--- src/rtl/mcs4_rom_loader.sv ---
// mcs4_rom_loader: streams bytes from an AXI-Stream-style source into the shared
// i4001 debug write port and holds the CPU in reset while ROM images change.
// Optional feature: define MCS4_LOADER_CSUM_EN to enable the mod-256 byte checksum
// on csum; otherwise csum is tied to zero.
//
// state | meaning
// IDLE  | CPU running, waiting for start; bad requests pulse err
// LOAD  | accepting stream bytes, one debug write per transfer
// HOLD  | CPU held in reset for CPU_HOLD_CYCLES before release
module mcs4_rom_loader #(
  parameter int NUM_ROMS        = 16,
  parameter int CPU_HOLD_CYCLES = 8
) (
  input  logic        clk,
  input  logic        rst_n,
  input  logic        start,
  input  logic [11:0] base_addr,
  input  logic [12:0] length,
  input  logic [7:0]  s_data,
  input  logic        s_valid,
  output logic        s_ready,
  output logic [11:0] dbg_addr,
  output logic [7:0]  dbg_wdata,
  output logic        dbg_wen,
  output logic        cpu_rst,
  output logic        busy,
  output logic        done,
  output logic        err,
  output logic [7:0]  csum
);

  localparam int HW = (CPU_HOLD_CYCLES > 1) ? $clog2(CPU_HOLD_CYCLES) : 1;
  localparam logic [HW-1:0] HOLD_INIT = HW'(CPU_HOLD_CYCLES - 1);
  localparam logic [13:0]   ROM_LIMIT = 14'(NUM_ROMS * 256);

  typedef enum logic [1:0] {S_IDLE, S_LOAD, S_HOLD} state_t;

  state_t        state, state_nx;
  logic [HW-1:0] hold_cnt, hold_cnt_nx;
  logic [11:0]   addr, addr_nx;
  logic [12:0]   remaining, remaining_nx;
  logic          loaded, loaded_nx;
  logic          done_nx, err_nx;
  logic          xfer, start_ok, start_accept;
  logic [13:0]   end_addr;

  // Range check is done 14 bits wide so base+length can never wrap into range.
  assign end_addr     = {2'b00, base_addr} + {1'b0, length};
  assign start_ok     = (length != 13'd0) && (length <= 13'd4096) && (end_addr <= ROM_LIMIT);
  assign start_accept = (state == S_IDLE) && start && start_ok;
  assign s_ready      = (state == S_LOAD) && (remaining != 13'd0);
  assign xfer         = s_valid && s_ready;
  assign busy         = (state != S_IDLE);

  // Next-state and datapath update decisions.
  always_comb begin
    state_nx     = state;
    hold_cnt_nx  = hold_cnt;
    addr_nx      = addr;
    remaining_nx = remaining;
    loaded_nx    = loaded;
    done_nx      = 1'b0;
    err_nx       = 1'b0;
    case (state)
      S_IDLE: begin
        if (start) begin
          if (start_ok) begin
            addr_nx      = base_addr;
            remaining_nx = length;
            loaded_nx    = 1'b1;
            state_nx     = S_LOAD;
          end else begin
            err_nx = 1'b1;
          end
        end
      end
      S_LOAD: begin
        if (xfer) begin
          addr_nx      = addr + 12'd1;
          remaining_nx = remaining - 13'd1;
          if (remaining == 13'd1) begin
            state_nx    = S_HOLD;
            hold_cnt_nx = HOLD_INIT;
          end
        end
      end
      S_HOLD: begin
        if (hold_cnt == '0) begin
          state_nx  = S_IDLE;
          done_nx   = loaded;
          loaded_nx = 1'b0;
        end else begin
          hold_cnt_nx = hold_cnt - 1'b1;
        end
      end
      default: state_nx = S_HOLD;
    endcase
  end

  // State, counters and registered outputs; reset parks the loader in HOLD.
  always_ff @(posedge clk or negedge rst_n) begin
    if (!rst_n) begin
      state     <= S_HOLD;
      hold_cnt  <= HOLD_INIT;
      addr      <= 12'd0;
      remaining <= 13'd0;
      loaded    <= 1'b0;
      cpu_rst   <= 1'b1;
      done      <= 1'b0;
      err       <= 1'b0;
      dbg_wen   <= 1'b0;
      dbg_addr  <= 12'd0;
      dbg_wdata <= 8'd0;
    end else begin
      state     <= state_nx;
      hold_cnt  <= hold_cnt_nx;
      addr      <= addr_nx;
      remaining <= remaining_nx;
      loaded    <= loaded_nx;
      cpu_rst   <= (state_nx != S_IDLE);
      done      <= done_nx;
      err       <= err_nx;
      dbg_wen   <= xfer;
      if (xfer) begin
        dbg_addr  <= addr;
        dbg_wdata <= s_data;
      end
    end
  end

`ifdef MCS4_LOADER_CSUM_EN
  logic [7:0] csum_q;

  // Checksum of the bytes written by the current or most recent load.
  always_ff @(posedge clk or negedge rst_n) begin
    if (!rst_n)            csum_q <= 8'd0;
    else if (start_accept) csum_q <= 8'd0;
    else if (xfer)         csum_q <= csum_q + s_data;
  end

  assign csum = csum_q;
`else
  logic unused_accept;
  assign unused_accept = start_accept;
  assign csum = 8'h00;
`endif

endmodule

--- config.mk ---
export PLATFORM = sky130hd
export DESIGN_NAME = mcs4_rom_loader
export DESIGN_NICKNAME = d
export VERILOG_FILES = /design/src/rtl/mcs4_rom_loader.sv
export SDC_FILE = /design/constraint.sdc
export NUM_CORES = 1
export LEC_CHECK = 0
export ABC_CLOCK_PERIOD_IN_PS = 4400
export CAP_MARGIN = 20
export CORE_ASPECT_RATIO = 1.75
export CORE_MARGIN = 4
export CORE_UTILIZATION = 69
export CTS_BUF_LIST = sky130_fd_sc_hd__clkbuf_4
export CTS_CLUSTER_SIZE = 28
export DETAILED_ROUTE_END_ITERATION = 10
export DONT_BUFFER_PORTS = 1
export PLACE_DENSITY_LB_ADDON = 0.08
export RECOVER_POWER = 100
export SYNTH_ARGS = -nofsm -noshare
export SYNTH_HDL_FRONTEND = slang
export SYNTH_SLANG_ARGS = --single-unit
--- constraint.sdc ---
create_clock -name clk -period 4.4 [get_ports clk]
set_input_delay 0.22 -clock clk [delete_from_list [all_inputs] [get_ports clk]]
set_output_delay 0.22 -clock clk [all_outputs]
set_load 0.02 [all_outputs]
==> flow_summary.yaml, run 1 <==
status:
  status: "finished with violations"
  violations: "max-capacitance violations, max-slew violations"
sta:
  period_minus_slack_ns: 3.33
  tightest_slew_ns: 2.90
  hold_violations: 0
  hold_ws_ns: 0.0347
  final-setup-viol-count: 0
  drv_slew: 56
  period_share_pct: 75.6
  rsz0062_at_grt: "no"
  fmax_mhz: 301
  relSlewSlack_pct: -93.3
  fin_skew_ns: 0.00930
  tns_ns: 0
pwr:
  power.total_mw: 2.03
  leakage_nw: 1.65
  vdd_drop_max_mv: 0.345
  powerDensity_nw_per_um2: 550
drt:
  drc: 0
  vias_per_cell: 6.74
  post_drt_wl_per_cell_um: 19.2
  drt-total-wl_mm: 9.39
  ant_nets: 0
  dr.first_iter.drc_count: 279
  drt-pass1-iter-count: 5
  vias: 3301
finish:
  diodes: 0
  drive_gt1_share_pct: 4.59
  fillers: 407
  area_growth_pct: 2.68
  num-nets-final: 490
  finalNonFillerCells: 490
clocking:
  postCtsResizedCells: 0
  clock-sinks: 55
  cts_root_buf: "clkbuf_4"
  cts_buffers: 5
  clkLatencyLatePin_ns: 0.37
  path_clk_slew_ns: 0.16
  cts_tree: "done"
  clock_tree.buffer_depth: 2
  h-tree-depth: 2
global_route:
  grt_overflow: 0
  track_usage_pct: 30.5
  grt_antenna_before_repair: 0
  grt_max_degree: 56
  grt_pass1_vias: 3299
  grt_pass1_wl_mm: 16.1
logic_synthesis:
  synth_seq_area_share_pct: 38.4
  synth_area_per_cell_um2: 8.29
  ys.flop_type: "dfrtp_1"
  netlist_area_um2: 3600
  synth_edf_count: 0
  yosys_warnings: 0
  postSynth.asyncResetShare_pct: 100
  synthesis.instances: 434
  synth_cell_types: 53
  synth-seq-cells: 55
floorplanning:
  initial_core_util_pct: 71.7
  fp.dieW_um: 62.6
  boundaryPins: 71
  rows: 34
  die_area_um2: 6480
  core-area_um2: 5020
  die_y_um: 104
worst_setup_path:
  cp_data_arrival_time_ns: 3.55
  path_delay_family: "simple AND/OR/NAND/NOR gates"
  path_cells: "nor4_1 > nand3_1 > o211ai_1 > buf_4 > inv_1 > clkbuf_1 > nor2_1 > a221oi_1"
  critical_path_required_ns: 4.62
  worst_path_largest_cell_delay_ns: 0.68
  critPathSlowestCell: "nor4_1"
  setup.worst_path.class: "reg2reg"
  start_kind: "register"
  worstRegToRegCells: 8
  cp_num_buf_inv: 3
  r2r_start: "remaining[5]"
  r2r_slack_ns: 1.07
  critPathMaxFanout: 38
  r2r-end: "addr[4]"
  worstSetupEndpointType: "register"
hold_path:
  hold_start: "length[1]"
  min_delay_path_depth: 2
  hold_end: "remaining[1]"
  min_path_type: "in2reg"
placement:
  dp_cells: 470
  port-buffer-count: 0
  gp_congestion: 0.921
  dp.final_hpwl_mm: 6.79
run:
  drv_cap: 1
## synth_stat cells (2+ instances only)
master	count	share of area, %
o2111ai_1	2	0.49
o31ai_1	4	0.83
nor3_1	19	2.6
a21o_1	5	1.0
o221ai_1	12	2.9
nand3b_1	2	0.42
o21ai_0	18	2.5
nand3_1	20	2.8
o211ai_1	6	1.3
dfrtp_1	50	35
buf_2	2	0.28
or2_1	2	0.35
nor2_1	40	4.2
nand2b_1	3	0.52
buf_4	9	1.9
buf_1	2	0.21
mux2i_1	3	0.83
a221oi_2	9	3.8
o21ai_1	2	0.28
nor4_1	7	1.2
xnor2_1	3	0.73
nand4_1	5	0.87
and3_1	4	0.70
buf_6	2	0.63
inv_1	13	1.4
a311oi_1	2	0.49
a21oi_1	25	3.5
dfstp_2	5	3.7
nor2b_1	2	0.35
clkbuf_1	15	1.6
a211oi_2	2	0.70
nand2_1	93	9.7
o22ai_1	5	0.87
or3_1	5	0.87
ha_1	17	5.9
xor2_1	2	0.49
## what timing repair did
item | in CTS | in global routing
hold buffers | 12 | 0
hold endpoints to repair | 65 | 0
buffers inserted | 0 | 0
## kinds of logic after synthesis
kind of cell,synth area share [%]
adder cells (fa/ha/maj),6.47
AO/OA/AOI/OAI,21.1
buffers and inverters,5.91
multiplexers,1.15
other,0.104
AND/OR/NAND/NOR,25.6
XOR/XNOR,1.22
flip-flops,38.4
## through the flow
stage / setup WS [ns] / utilization [%] / cell area (µm²)
CTS: 1.45 / 75.4 / 3780
global placement: 1.21 / 71.1 / 3570
finish: 1.07 / 73.6 / 3690
floorplan: 1.63 / - / 3620
global route: 0.822 / 73.6 / 3690
detailed placement: 1.12 / 71.1 / 3570
## worst max-delay path by stage
stage	startpoint	to	slack (ns)	depth (start not counted)
after floorplan	base_addr[0]	addr[4]	1.63	11
after global placement	base_addr[0]	remaining[9]	1.21	10
after detailed placement	base_addr[0]	addr[9]	1.12	10
after CTS	remaining[5]	addr[9]	1.45	6
after global routing	state[0]	addr[6]	0.82	9
final	remaining[5]	addr[4]	1.07	8
## layer usage
| layer | global-route usage [%] | wire [µm] | part of all wire (%) |
|---|---|---|---|
| met5 | 0 | 0 | 0 |
| met2 | 52.2 | 4700 | 50 |
| met4 | 13.6 | 437 | 4.7 |
| met1 | 35.5 | 3500 | 37 |
| met3 | 7.80 | 742 | 7.9 |
## sequential cells by signal, summed over array words and instances, names as in the netlist
name,cells
addr,12
cpu_rst,1
dbg_addr,12
dbg_wdata,8
dbg_wen,1
done,1
err,1
hold_cnt,3
loaded,1
remaining,13
state,2
## report_power, final
group | internal, mW | switching, mW
logic | 0.295 | 0.435
registers | 0.698 | 0.323
clock network | 0.120 | 0.161
total | 1.11 | 0.919
## placed cells by master (no fill, tap or decap), drive strengths merged, types with 2 or more instances in the layout
master / synthesis / layout
a211oi: 3 / 3
a21o: 5 / 5
a21oi: 25 / 25
a221oi: 9 / 9
a311oi: 2 / 2
and3: 4 / 4
buf: 15 / 3
clkbuf: 15 / 8
conb: 1 / 8
dfrtp: 50 / 50
dfstp: 5 / 5
dlygate4sd3: 0 / 11
ha: 17 / 17
inv: 13 / 14
mux2i: 3 / 3
nand2: 93 / 93
nand2b: 3 / 3
nand3: 20 / 20
nand3b: 2 / 2
nand4: 5 / 5
nor2: 40 / 40
nor2b: 2 / 2
nor3: 19 / 19
nor4: 7 / 7
o2111ai: 2 / 2
o211ai: 6 / 6
o21ai: 20 / 20
o221ai: 12 / 12
o22ai: 5 / 5
o31ai: 4 / 4
or2: 3 / 3
or3: 5 / 5
xnor2: 3 / 3
xor2: 2 / 2
## area by class of cell
class / instances / area (µm²) / share of cell area (%)
multi-input combinational: 343 / 1970 / 53.4
sequential: 55 / 1380 / 37.4
timing repair buffer: 17 / 144 / 3.90
tap: 54 / 67.6 / 1.83
inverter: 13 / 48.8 / 1.32
clock inverter: 3 / 42.5 / 1.15
clock buffer: 5 / 37.5 / 1.02
## worst reg2reg max path, delay by kind of cell (launching register included)
kind / cells / cell delay (ns)
AND/OR/NAND/NOR: 3 / 1.25
buffers and inverters: 3 / 1.04
AO/OA/AOI/OAI: 2 / 0.39
flip-flops: 1 / 0.49
No activity file was read; power rests on OpenSTA's default activity.
==> inputs of run 2 (changes only) <==
--- a/config.mk
+++ b/config.mk
@@ -5,11 +5,12 @@
 export SDC_FILE = /design/constraint.sdc
 export NUM_CORES = 1
 export LEC_CHECK = 0
-export ABC_CLOCK_PERIOD_IN_PS = 4400
+export ABC_AREA = 1
+export ABC_CLOCK_PERIOD_IN_PS = 3300
 export CAP_MARGIN = 20
 export CORE_ASPECT_RATIO = 1.75
 export CORE_MARGIN = 4
-export CORE_UTILIZATION = 69
+export CORE_UTILIZATION = 66
 export CTS_BUF_LIST = sky130_fd_sc_hd__clkbuf_4
 export CTS_CLUSTER_SIZE = 28
 export DETAILED_ROUTE_END_ITERATION = 10
==> constraint.sdc (replaced) <==
create_clock -name clk -period 3.3 [get_ports clk]
set_input_delay 0.165 -clock clk [delete_from_list [all_inputs] [get_ports clk]]
set_output_delay 0.165 -clock clk [all_outputs]
set_load 0.02 [all_outputs]
==> run 2 against run 1 <==
- the flow still finishes with violations (max-capacitance violations, max-slew violations)
- area after synthesis is 5.0% higher
- critical path type unchanged
- worst hold slack worse by 0.0094 ns
- highest routed layer unchanged
- routed wire length is 8.7% lower
- setup slack got worse by 0.37 ns
- sequential power rose by 41%
- die area grew 8.8%
==> flow_summary.yaml, run 2 <==
status:
  status: "finished with violations"
  violations: "max-capacitance violations, max-slew violations"
clocking:
  clock_tree.buffer_depth: 2
  clock-sinks: 55
  cts_root_buf: "clkbuf_4"
  cts_tree: "done"
  clkLatencyLatePin_ns: 0.38
  h-tree-depth: 2
  ctsHoldBuffers: 16
  cts_setup_buffers: 0
  cts_buffers: 5
  postCtsResizedCells: 0
  path_clk_slew_ns: 0.15
pwr:
  powerDensity_nw_per_um2: 758
  leakage_nw: 2.21
  vdd_drop_max_mv: 0.264
logic_synthesis:
  ys.flop_type: "dfrtp_1"
  synth_edf_count: 0
  synth_cell_types: 34
  synth_top_area_cell: "dfrtp_1"
  yosys_warnings: 0
  synthTopCellsByArea: "dfrtp_1, nand2_1, nand3_1, inv_1, ha_1"
  synthesis.instances: 552
  yosysMostFrequentCell: "nand2_1"
  synth_area_per_cell_um2: 6.84
  synth_top_area_share_pct: 33.1
  netlist_area_um2: 3780
  netlist_top_cells_count: "nand2_1, inv_1, nand3_1"
  synth-seq-cells: 55
  postSynth.asyncResetShare_pct: 100
  synth_seq_area_share_pct: 36.6
floorplanning:
  die_area_um2: 7040
  core-area_um2: 5590
  die_y_um: 108
  rows: 36
  initial_core_util_pct: 67.6
  fp.dieW_um: 65.2
  boundaryPins: 71
worst_setup_path:
  r2r_start: "remaining[0]"
  setup.worst_path.class: "reg2reg"
  r2r-end: "hold_cnt[0]"
  start_kind: "register"
  worstSetupEndpointType: "register"
  cp_data_arrival_time_ns: 2.90
  worstRegToRegCells: 13
  r2r_slack_ns: 0.70
  critPathMaxFanout: 15
  critical_path_required_ns: 3.60
finish:
  fillers: 526
  top_register: "remaining"
  regArea_um2: 1380
  num-nets-final: 617
  largestRegisters: "remaining: 13 flops, addr: 12 flops, dbg_addr: 12 flops"
  area_growth_pct: 5.40
  multi_input_area_um2: 2000
  final_cell_mix: "nand2_1, inv_1, nand3_1"
  drive_gt1_share_pct: 3.91
  largest_reg_flops: 13
  stdcell_area_um2: 3980
  diodes: 0
  layout_commonest_cell: "nand2_1"
run:
  drv_cap: 1
drt:
  drt-total-wl_mm: 8.57
  vias_per_cell: 5.31
  vias: 3392
  ant_nets: 0
  drc: 0
  dr.first_iter.drc_count: 173
  drt-pass1-iter-count: 4
  post_drt_wl_per_cell_um: 13.4
global_route:
  track_usage_pct: 26.4
  grt_pass1_vias: 3355
  grt_overflow: 0
  grt_pass1_wl_mm: 14.8
  grt_max_degree: 56
  grt_antenna_before_repair: 0
hold_path:
  min_path_type: "in2reg"
  hold_end: "addr[5]"
  min_delay_path_depth: 4
  hold_start: "base_addr[5]"
sta:
  tns_ns: 0
  period_share_pct: 78.8
  period_minus_slack_ns: 2.60
  worst_slack_ns: 0.700
  rsz0062_at_grt: "no"
  drv_slew: 56
  fmax_mhz: 385
  fin_skew_ns: 0.0136
  tightest_slew_ns: 2.32
  hold_violations: 0
  relSlewSlack_pct: -54.3
  final-setup-viol-count: 0
placement:
  dp.final_hpwl_mm: 6.50
  place_area_um2: 3770
  port-buffer-count: 0
  place_ws_ns: 0.534
  gp_congestion: 0.813
## run 2: layer usage
layer | vias to the layer above | routed length [µm] | global-route usage [%]
met1 | 1542 | 3360 | 30.1
met5 | - | 0 | 0
met3 | 19 | 327 | 3.64
met2 | 78 | 4640 | 49.0
met4 | 0 | 239 | 9.20
li1 | 1753 | - | -
## run 2: area by class of cell
type,instances,share of cell area (%)
multi-input cells,410,50.3
flip-flops and latches,55,34.7
inverters,71,6.69
repair buffers,19,4.59
well taps,76,2.39
clock buffers,5,0.943
clock inverters,3,0.377
## run 2: worst max path at each step
stage	from	to	slack (ns)
2_1_floorplan	base_addr[0]	addr[2]	1.09
3_3_place_gp	base_addr[0]	addr[6]	0.66
3_5_place_dp	base_addr[0]	addr[6]	0.53
4_1_cts	remaining[0]	hold_cnt[0]	0.87
5_1_grt	remaining[0]	hold_cnt[0]	0.37
6_report	remaining[0]	hold_cnt[0]	0.70
## run 2: power breakdown
group / switching, mW / internal, mW
Clock: 0.207 / 0.0799
Sequential: 0.439 / 1.00
Combinational: 0.844 / 0.450
## run 2: stage by stage
stage                     utilization, %  instances  power (mW)  hold WS [ns]
after CTS                           71.7        639        3.06      0.000156
final                               71.3        639        3.02        0.0253
after detailed placement            67.6        615        2.73        -0.129
after global routing                71.3        639        3.32        0.0415
after global placement              67.6        615        2.68        -0.129
after floorplan                        -        559        2.48        -0.131
## run 2: cells by family after synthesis
logic type / after synthesis / share of synthesized area (%)
buf+inv: 94 / 11.0
fa+ha+maj: 18 / 6.16
xor+xnor: 10 / 2.32
compound gates: 56 / 8.61
simple gates: 318 / 35.2
other cells: 1 / 0.0993
flops: 55 / 36.6
## run 2: worst max-delay path, cell delays in order, from the launching register on
cell and delay (ns):
dfrtp_1 0.43, inv_1 0.07, ha_1 0.22, inv_1 0.06, nor2_1 0.09, nand3_1 0.11
nand2_1 0.05, inv_1 0.19, nand2_1 0.19, inv_1 0.41, o21ai_0 0.14, nor2_1 0.31
o21ai_0 0.14, o21ai_0 0.11
